<file path="config.mk">
export PLATFORM = sky130hd
export DESIGN_NAME = ble_cfg
export DESIGN_NICKNAME = d
export VERILOG_FILES = /design/src/rtl/ble_cfg.sv
export SDC_FILE = /design/constraint.sdc
export NUM_CORES = 1
export LEC_CHECK = 0
export ABC_AREA = 1
export BUFFER_PORTS_ARGS = -buffer_cell sky130_fd_sc_hd__buf_2
export CAP_MARGIN = 10
export CORE_ASPECT_RATIO = 1.1
export CORE_MARGIN = 1
export CORE_UTILIZATION = 56
export CTS_BUF_LIST = sky130_fd_sc_hd__clkbuf_8
export DETAILED_ROUTE_END_ITERATION = 12
export GPL_ROUTABILITY_DRIVEN = 0
export PLACE_DENSITY = 0.85
export SYNTH_ARGS = -nofsm -noshare
export SYNTH_HDL_FRONTEND = slang
export SYNTH_SLANG_ARGS = --single-unit
export TNS_END_PERCENT = 1
</file>
<file path="constraint.sdc">
create_clock -name UCLK -period 1.4 [get_ports UCLK]
set_input_delay 0.21 -clock UCLK [delete_from_list [all_inputs] [get_ports UCLK]]
set_output_delay 0.21 -clock UCLK [all_outputs]
set_load 0.01 [all_outputs]
</file>
<file path="src/rtl/ble_cfg.sv">
// Scan-configured basic logic element: K-input LUT plus user flop, configured
// through a SCAN_W-bit shift chain that cascades cell-to-cell via SOUT->SIN.
module ble_cfg #(
    parameter int K      = 5,
    parameter int SCAN_W = 1
) (
    input  logic              UCLK,
    input  logic              RST,
    input  logic [K-1:0]      A,
    input  logic              CE,
    input  logic              FRST,
    input  logic              SE,
    input  logic [SCAN_W-1:0] SIN,
    output logic [SCAN_W-1:0] SOUT,
    output logic              F,
    output logic              CFG_DONE
);

    localparam int LUT_BITS  = 1 << K;
    localparam int CFG_BITS  = LUT_BITS + 2;
    localparam int SHIFTS    = (CFG_BITS + SCAN_W - 1) / SCAN_W;
    localparam int CHAIN_LEN = SHIFTS * SCAN_W;
    localparam int CNT_W     = $clog2(SHIFTS + 1);
    localparam logic [CNT_W-1:0] SHIFTS_C = CNT_W'(SHIFTS);

    logic [CHAIN_LEN-1:0] chain_q, chain_d, chain_shift;
    logic [CNT_W-1:0]     cnt_q, cnt_d, cnt_inc;
    logic                 ff_q, ff_d;
    logic [LUT_BITS-1:0]  lut_bits;
    logic                 lut, sel, init;

    // A chain only one word long is simply replaced by SIN on every shift.
    if (SHIFTS == 1) begin : g_single_word
        assign chain_shift = SIN;
    end else begin : g_multi_word
        assign chain_shift = {chain_q[CHAIN_LEN-SCAN_W-1:0], SIN};
    end

    assign lut_bits = chain_q[LUT_BITS-1:0];
    assign lut      = lut_bits[A];
    assign sel      = chain_q[LUT_BITS];
    assign init     = chain_q[LUT_BITS+1];

    assign SOUT     = chain_q[CHAIN_LEN-1 -: SCAN_W];
    assign F        = sel ? ff_q : lut;
    assign CFG_DONE = (cnt_q == SHIFTS_C);

    assign cnt_inc  = (cnt_q == SHIFTS_C) ? CNT_W'(1) : cnt_q + CNT_W'(1);

    always_comb begin
        // NOTE: every output of this block gets a default first so no path
        // leaves it unassigned, which would otherwise infer a latch.
        chain_d = chain_q;
        cnt_d   = cnt_q;
        ff_d    = ff_q;
        if (SE) begin
            // Shifting owns the flop: CE/FRST are ignored, and the completing
            // shift loads INIT from the chain as it will be after this edge.
            chain_d = chain_shift;
            cnt_d   = cnt_inc;
            if (cnt_inc == SHIFTS_C) begin
                ff_d = chain_shift[LUT_BITS+1];
            end
        end else if (FRST) begin
            ff_d = init;
        end else if (CE) begin
            ff_d = lut;
        end
    end

    // NOTE: state registers use non-blocking assignments so every register
    // samples the pre-edge values, independent of statement order.
    always_ff @(posedge UCLK) begin
        if (RST) begin
            chain_q <= '0;
            cnt_q   <= '0;
            ff_q    <= 1'b0;
        end else begin
            chain_q <= chain_d;
            cnt_q   <= cnt_d;
            ff_q    <= ff_d;
        end
    end

endmodule

</file>
Word-level counts from Yosys, hierarchy flattened. Cells that the tools add are included.

Output and inout port bits: 3. Word-level logic and storage cells: 18. Flip-flop bits (word level): 41. Bits of input ports: 11.

Muxes and demuxes: 8. Reductions and logical operators: 2. Add/subtract/negate cells: 1. Order comparisons: 1. Equality and inequality tests: 3.

Operator list (count): $eq 6x6->1 const B (2); $add 6x1->6 const B (1); $lt 5x6->1 const B (1); $mux 1 (6); $mux 6 (1); $bmux 1 s5 (1); $reduce_bool 3->1 (1); $ne 2x1->1 const B (1); $reduce_and 2->1 (1).

Longest topological paths before layout. Gate-level depths: netlist of the first run.

Word-level depth: 5. Mapped depth: 13. Gate-level depth less buffers: 11.

Least setup slack after synthesis of the first run. Ideal clock, no wire load.

Path kind: reg-to-reg. From: register cnt_q[0]. To: register ff_q. Clock period less this slack: 1391 ps. Required time: 1278 ps. Path slack: 9 ps. Stages on the path, launching flop included: 9. Data arrival time: 1269 ps. Setup time: 122 ps. Path buffers: 0. Path through: dfxtp_1 > inv_1 > ha_1 > nand4_1 > nand3_1 > nor2_1 > nand3_1 > a21boi_0 > a21oi_2.

Cells in the longest elaborated chain, start to end: 5. Elaborated cells between the ends (all ways): 6. Those cells by class: add/sub (1); eq/ne (3); mux (1); reduce/logical (1).

RTL lines: from (decl) (RTL line 27) `logic [CNT_W-1:0] cnt_q, cnt_d, cnt_inc;`; from (signal assigned) (RTL line 80) `cnt_q <= cnt_d;`; $add 6x1->6 / $eq 6x6->1 (equally long branches) (RTL line 48) `assign cnt_inc = (cnt_q == SHIFTS_C) ? CNT_W'(1) : cnt_q + CNT_W'(1);`; $mux 6 * (RTL line 48); $eq 6x6->1 * (RTL line 61) `if (cnt_inc == SHIFTS_C) begin`; $ne 2x1->1 (no source line) *; $reduce_and 2->1 (no source line) *; to (signal assigned) (RTL line 77) `ff_q <= 1'b0;`; to (signal assigned) (RTL line 81) `ff_q <= ff_d;`; to (decl) (RTL line 28) `logic ff_q, ff_d;`.

Every way passes the cells marked *; elsewhere a longest branch is shown, timed or not. A chain may end at the register's enable or synchronous reset.

Worst setup path after layout of the first run.
From: register chain_q[23]. To: output F.

Cells in the longest elaborated chain, start to end: 3.

RTL lines: from (decl) (RTL line 26) `logic [CHAIN_LEN-1:0] chain_q, chain_d, chain_shift;`; from (signal assigned) (RTL line 79) `chain_q <= chain_d;`; $bmux 1 s5 (RTL line 40) `assign lut = lut_bits[A];`; $mux 1 (not written as such) (RTL line 40); $mux 1 (RTL line 45) `assign F = sel ? ff_q : lut;`; to (decl) (RTL line 15) `output logic F,`.

Every way passes these cells. The select of a mux whose other input is x is not followed.

==> results of run 1 <==
## sequential cells by signal (all words and copies together) (netlist names)
register and cells:
ff_q 1, cnt_q 6, chain_q 34
## synthesized netlist by cell type
cell      count
inv_8         1
clkbuf_1     11
inv_2         2
buf_6         1
xnor2_1       1
ha_1          2
nand3_1      29
buf_4         1
a21oi_1       5
nand2_1      55
o21ai_1       3
buf_8         2
nand3_2       2
nand4_1       3
o211a_1       1
inv_1        14
buf_2         2
o21ai_0      38
nor2_1       72
nand2_2       1
a21oi_2       1
dfxtp_1      41
a21boi_0      1
o211ai_1      1
## routing by layer
metal | vias to the layer above | global-route usage
met4 | 0 | 0.1071
met1 | 823 | 0.2957
met5 | - | 0
li1 | 983 | -
met3 | 8 | 0.05668
met2 | 41 | 0.3908
## cell families (layout without fill, tap and decap cells)
group                    after synthesis  in the layout  share of synthesized area
AND/OR/NAND/NOR                      162            162                     0.3408
AO/OA/AOI/OAI                         50             50                     0.1349
flip-flops                            41             41                     0.4194
buffers and inverters                 34             57                    0.08760
adder cells (fa/ha/maj)                2              2                    0.01279
XOR/XNOR                               1              1                   0.004477
## cell type report
type	instances	area share
Multi-Input combinational cell	215	0.4225
Sequential cell	41	0.3748
Timing Repair Buffer	33	0.09973
Inverter	17	0.03123
Clock buffer	5	0.03014
Tap cell	48	0.02630
Clock inverter	2	0.01534
## timing repair
item | CTS | global route
resized for setup | 29 | 0
setup buffers | 2 | 2
endpoints found under the hold margin | 0 | 0
pin swaps | 1 | 0
gates cloned | 0 | 0
endpoints found under the setup margin | 3 | 3
## power by group through the flow
stage          sequential, W  combinational, W  clock (W)
2_1_floorplan        0.00131          0.000255          0
3_3_place_gp         0.00132          0.000336          0
3_5_place_dp         0.00132          0.000344          0
4_1_cts              0.00131          0.000354   0.000923
5_1_grt              0.00132          0.000417   0.000973
6_report             0.00131          0.000358   0.000907
## worst register-to-register path: stages (launching register included)
cell and delay [ns]:
dfxtp_2 0.33, ha_1 0.23, nand3_1 0.09, nand2_1 0.05, nand2_1 0.08, nand2_1 0.05
nor2_1 0.11, nand3_1 0.11, a21boi_1 0.17, a21oi_2 0.07
## through the flow
step	setup slack, ns	hold slack [ns]	std cells	utilization
floorplan	0.009060	0.2791	290	-
global placement	-0.05652	0.4050	350	0.6349
detailed placement	-0.08386	0.4073	350	0.6349
CTS	-0.1450	0.09295	359	0.6811
global route	-0.2692	0.09591	361	0.6856
finish	-0.1538	0.09804	361	0.6856
## cell usage in the layout (no fill, tap or decap), types with 2 or more instances in the layout
cell type / n
nand3_1: 29
dfxtp_2: 28
dfxtp_1: 13
a21oi_1: 5
nand4_1: 3
inv_1: 14
nand3_2: 2
clkbuf_8: 5
ha_1: 2
nand2_1: 55
inv_2: 2
o21ai_1: 3
buf_2: 13
buf_4: 19
o21ai_0: 38
nor2_1: 72
## how the worst max path moves through the flow
stage / end / slack [ns] / start / cells after the start
2_1_floorplan: ff_q$_SDFFE_PP0P_ / 0.009 / cnt_q[0]$_SDFFE_PP0P_ / 8
3_3_place_gp: F / -0.06 / A[0] / 11
3_5_place_dp: F / -0.08 / A[0] / 11
4_1_cts: F / -0.14 / chain_q[12]$_SDFFE_PP0P_ / 9
5_1_grt: F / -0.27 / chain_q[11]$_SDFFE_PP0P_ / 9
6_report: F / -0.15 / chain_q[23]$_SDFFE_PP0P_ / 9
==> impl_metrics.py, run 1 <==
metrics = {
    "placement": {
        "post_dp_cell_area_mm2": 0.002115,
        "dpl.hpwl_mm": 2.712,
        "place.port_buffers": 13,
    },
    "worst_setup_path": {
        "setup.worst_path.class": "flip-flop to output pin",
        "worst_r2r_path_depth": 9,
        "reg2reg_start": "cnt_q[0]$_SDFFE_PP0P_",
        "timing.critical_path.arrival_ns": 1.34,
        "critical-path-slowest-cell": "dfxtp_2",
        "critical_path.cell_chain": "nand2_1, nand3_1, nand3_1, nand2_1, nand2_1, nand3_2, nand2_2, o21ai_1, buf_2",
        "critical-path-max-stage-delay_ns": 0.35,
        "endpoint_kind": "output pin",
        "timing.critical_path.max_delay_family": "simple AND/OR/NAND/NOR gates",
        "setup_slack_of_the_most_critical_reg_to_reg_path_ns": 0.01,
        "critical_path_peak_fanout": 3,
        "dominant_cell_type_by_count_on_the_critical_path": "nand2_1",
        "timing.critical_path.required_ns": 1.19,
        "worstSetupStartpointType": "flip-flop",
        "path_buf_inv": 1,
        "worstReg2RegEnd": "ff_q$_SDFFE_PP0P_",
    },
    "min_path": {
        "hold_end": "chain_q[33]$_SDFFE_PP0P_",
        "hold_path_class": "input port to flip-flop",
        "hp-start": "RST",
        "min_delay_path_depth": 2,
    },
    "timing": {
        "drv_slew": 0,
        "rsz0062_at_grt": "true",
        "setup_viols_final": 2,
        "fin_skew_ns": 0.006842,
        "final_critical_path_setup_slack_ns": -0.1538,
        "max_clock_freq_ghz": 0.6436,
        "tightest_slew_ns": 0.3216,
        "timing.setup.tns_ns": -0.2717,
        "slew_headroom": 0.7856,
        "hold_viol": 0,
        "finalCritPeriodShare": 1.110,
        "period_minus_slack_ns": 1.554,
    },
    "finish": {
        "regArea_um2": 855.8,
        "fillers": 285,
        "multi_input_area_um2": 964.7,
        "num-nets-final": 326,
        "post-route-cell-area_mm2": 0.002283,
        "syn2layout_area_growth_pct": 16.69,
        "num_antenna_cells": 0,
        "fraction_of_layout_cells_with_a_size_suffix_above_1": 0.2396,
    },
    "clock_tree": {
        "ctsHtreeMaxLevel": 2,
        "cts-buffers-inserted": 5,
        "cts-root-buf": "clkbuf_8",
        "cts_tree": "done",
        "clock-sinks": 41,
        "post_cts_hold_buffer_count": 0,
        "clk_latency_ns": 0.29,
        "ctsLongestPathBuffers": 2,
        "clk_pin_slew_worst_paths_ns": 0.07,
    },
    "pwr": {
        "power.density_mw_per_mm2": 1127,
        "ir_worst_vdd_mv": 0.6857,
        "clkPwrFrac": 0.352,
        "internal_power_w": 0.001925,
        "share_comb_of_total_power": 0.139,
        "sequentialPowerShare": 0.509,
        "p_leak_nw": 1.067,
        "net_switching_share_of_the_total_power": 0.2522,
        "switchingPower_w": 0.0006492,
        "fin_total_pwr_w": 0.002574,
    },
    "detailed_routing": {
        "final_antenna_net_count": 0,
        "met2RoutedLength_mm": 1.832,
        "detail_route.wl_per_cell_um": 10.90,
        "route.met3.wl_um": 195,
        "drc": 0,
        "wl_met1_mm": 1.840,
        "final_wirelength_mm": 3.936,
        "drt-vias-per-instance": 5.139,
        "routed.top_layer": "met4",
        "drt_iter0_markers": 127,
        "vias": 1855,
        "detail_route.first_pass.iterations": 4,
    },
    "floorplan": {
        "design.die.area_mm2": 0.003735,
        "coreArea_mm2": 0.003331,
        "design.portCount": 14,
        "dieHeight_um": 64,
        "dieWidth_um": 58.36,
        "number_of_core_rows": 22,
        "initial_core_util": 0.5875,
    },
    "yosys": {
        "synth_area_leader_cell": "dfxtp_1",
        "synth_fp_nets": 303,
        "synth_top_area_frac": 0.4194,
        "ys_seq_area_frac": 0.4194,
        "yosys.cell_types.count": 24,
        "synth.yosys.warnings": 0,
        "yosys-top-cells-area": "dfxtp_1, nor2_1, nand2_1",
        "syn_area_mm2": 0.001957,
        "synth_seq_cells": 41,
        "syn-instance-count": 290,
        "post_synth.cell_area_avg_um2": 6.748,
    },
    "global_routing": {
        "antenna_violations_before_repair": 0,
        "grtUsageTotal": 0.2394,
        "grt.overflow.total": 0,
        "grt_pass1_wl_mm": 6.941,
        "grt_pass1_vias": 1647,
        "grt_start_max_net_pins": 33,
    },
    "flow_run": {
        "max_cap_viol_count": 0,
    },
    "status": {
        "run_status": "finished with violations",
        "violations": "negative setup slack",
    },
}
Note: power is estimated with default switching activity, not from simulation.
==> run 2: changes to the inputs <==
PLACE_DENSITY = 0.78   (was 0.85)
==> run 2 against run 1 <==
  * Clock power increased by 25%
  * Final cell count grew 0.83%
  * The run still ends with negative setup slack left
  * Sequential share of layout area decreased by 0.55 points
  * Highest routed layer unchanged
  * Largest cell class unchanged
  * Core utilization grew 1.8 points
==> impl_metrics.py, run 2 (same netlist as run 1, synthesis figures left out) <==
metrics = {
    "worst_setup_path": {
        "endpoint_kind": "output pin",
        "worst_r2r_path_depth": 9,
        "critical_path.cell_chain": "nand2_1, nand3_1, nand3_1, nand2_1, nand2_2, nand3_2, nand2_2, o21ai_1, buf_2",
        "critical-path-slowest-cell": "dfxtp_2",
        "timing.critical_path.arrival_ns": 1.34,
        "worstSetupStartpointType": "flip-flop",
        "reg2reg_start": "cnt_q[0]$_SDFFE_PP0P_",
        "worstReg2RegEnd": "ff_q$_SDFFE_PP0P_",
        "critical-path-max-stage-delay_ns": 0.34,
        "setup_slack_of_the_most_critical_reg_to_reg_path_ns": 0.01,
        "setup.worst_path.class": "flip-flop to output pin",
        "critical_path_peak_fanout": 2,
        "timing.critical_path.required_ns": 1.19,
    },
    "finish": {
        "max_flop_register": "chain_q",
        "layout_top_registers": "chain_q x34, cnt_q x6, ff_q x1",
        "num-nets-final": 328,
        "fraction_of_layout_cells_with_a_size_suffix_above_1": 0.2785,
        "layout_commonest_cell": "nor2_1",
        "syn2layout_area_growth_pct": 19.82,
        "most-common-layout-cells": "nor2_1, nand2_1, o21ai_0, dfxtp_2, nand3_1",
        "largest_register_ffs": 34,
        "num_antenna_cells": 0,
        "final_util": 0.7040,
    },
    "detailed_routing": {
        "vias": 1877,
        "final_antenna_net_count": 0,
        "drc": 0,
        "drt-vias-per-instance": 5.157,
        "detail_route.first_pass.iterations": 5,
        "final_wirelength_mm": 4.230,
        "detail_route.wl_per_cell_um": 11.62,
        "drt_iter0_markers": 85,
    },
    "timing": {
        "hold_viol": 0,
        "period_minus_slack_ns": 1.554,
        "tightest_slew_ns": 0.3389,
        "rsz0062_at_grt": "true",
        "slew_headroom": 0.7741,
        "final_critical_path_setup_slack_ns": -0.1542,
        "finalCritPeriodShare": 1.110,
        "max_clock_freq_ghz": 0.6434,
        "setup_viols_final": 2,
        "fin_skew_ns": 0.006451,
        "drv_slew": 0,
    },
    "pwr": {
        "clkPwrFrac": 0.402,
        "ir_worst_vdd_mv": 0.8053,
        "fin_total_pwr_w": 0.002810,
        "net_switching_share_of_the_total_power": 0.2450,
        "internal_power_w": 0.002122,
        "sequentialPowerShare": 0.467,
        "share_comb_of_total_power": 0.131,
        "p_leak_nw": 1.097,
        "power.density_mw_per_mm2": 1198,
        "switchingPower_w": 0.0006884,
    },
    "clock_tree": {
        "clock-sinks": 41,
        "ctsLongestPathBuffers": 2,
        "clk_pin_slew_worst_paths_ns": 0.08,
        "clk_latency_ns": 0.30,
        "cts_tree": "done",
        "ctsHtreeMaxLevel": 2,
        "cts-root-buf": "clkbuf_8",
        "cts-buffers-inserted": 5,
    },
    "floorplan": {
        "number_of_core_rows": 22,
        "initial_core_util": 0.5875,
        "design.portCount": 14,
        "dieHeight_um": 64,
        "coreArea_mm2": 0.003331,
        "dieWidth_um": 58.36,
        "design.die.area_mm2": 0.003735,
    },
    "placement": {
        "place.port_buffers": 13,
        "dpl.hpwl_mm": 2.815,
    },
    "min_path": {
        "hold_path_class": "input port to flip-flop",
        "hp-start": "RST",
        "min_delay_path_depth": 2,
        "hold_end": "cnt_q[5]$_SDFFE_PP0P_",
    },
    "status": {
        "run_status": "finished with violations",
        "violations": "negative setup slack",
    },
    "flow_run": {
        "max_cap_viol_count": 0,
    },
    "global_routing": {
        "grtUsageTotal": 0.2552,
        "grt.overflow.total": 0,
        "grt_pass1_wl_mm": 7.307,
        "grt_start_max_net_pins": 34,
        "antenna_violations_before_repair": 0,
        "grt_pass1_vias": 1680,
    },
}
[run 2: area by class of cell]
type / count / area, µm²
multi-input combinational: 215 / 970.9
timing repair buffer: 35 / 242.7
clock inverter: 3 / 65.06
fill: 284 / 985.9
tap: 48 / 60.06
inverter: 17 / 71.32
sequential: 41 / 865.8
clock buffer: 5 / 68.82
[run 2: repair_timing]
action                                 4_1_cts  5_1_grt
setup endpoints to repair                    3        3
endpoints found under the hold margin        0        0
hold buffers                                 0        0
gates resized for setup                     37        3
buffers inserted                             5        3
pin swaps                                    2        2
[run 2: stage by stage]
step / setup TNS (ns) / cell area (µm²) / hold WS [ns] / setup slack, ns / cells
final: -0.2559 / 2345 / 0.08929 / -0.1542 / 364
after global routing: -0.5443 / 2345 / 0.08915 / -0.2626 / 364
after CTS: -0.2563 / 2317 / 0.08235 / -0.1439 / 361
after detailed placement: -0.1442 / 2100 / 0.4074 / -0.07816 / 348
after global placement: -0.07180 / 2100 / 0.3988 / -0.05539 / 348
after floorplan: 0 / 1957 / 0.2791 / 0.009060 / 290
[run 2: worst max-delay path by stage]
| stage | depth (start not counted) | from | slack [ns] | endpoint |
|---|---|---|---|---|
| final | 9 | chain_q[9]$_SDFFE_PP0P_ | -0.15 | F |
| after floorplan | 8 | cnt_q[0]$_SDFFE_PP0P_ | 0.009 | ff_q$_SDFFE_PP0P_ |
| after global placement | 12 | A[0] | -0.06 | F |
| after CTS | 9 | chain_q[6]$_SDFFE_PP0P_ | -0.14 | F |
| after global routing | 9 | chain_q[4]$_SDFFE_PP0P_ | -0.26 | F |
| after detailed placement | 9 | cnt_q[0]$_SDFFE_PP0P_ | -0.08 | ff_q$_SDFFE_PP0P_ |
[run 2: power groups by stage]
stage	logic [W]	registers, W	clock network, W
after floorplan	0.000255	0.00131	0
after global placement	0.000333	0.00132	0
after detailed placement	0.000341	0.00133	0
after CTS	0.000359	0.00131	0.00115
after global routing	0.000423	0.00132	0.00118
final	0.000368	0.00131	0.00113
[run 2: worst max-delay path, delay by kind of cell, from the launching register on]
family / cells / cell delay (ns)
AND/OR/NAND/NOR: 7 / 0.47
flip-flops: 1 / 0.34
buffers and inverters: 1 / 0.14
AO/OA/AOI/OAI: 1 / 0.10
[run 2: layer usage]
| metal | track usage | up-vias | wire length (µm) |
|---|---|---|---|
| met5 | 0 | - | 0 |
| met2 | 0.4124 | 46 | 2032 |
| li1 | - | 982 | - |
| met1 | 0.3244 | 845 | 1938 |
| met4 | 0.1161 | 0 | 63 |
| met3 | 0.05061 | 4 | 196 |
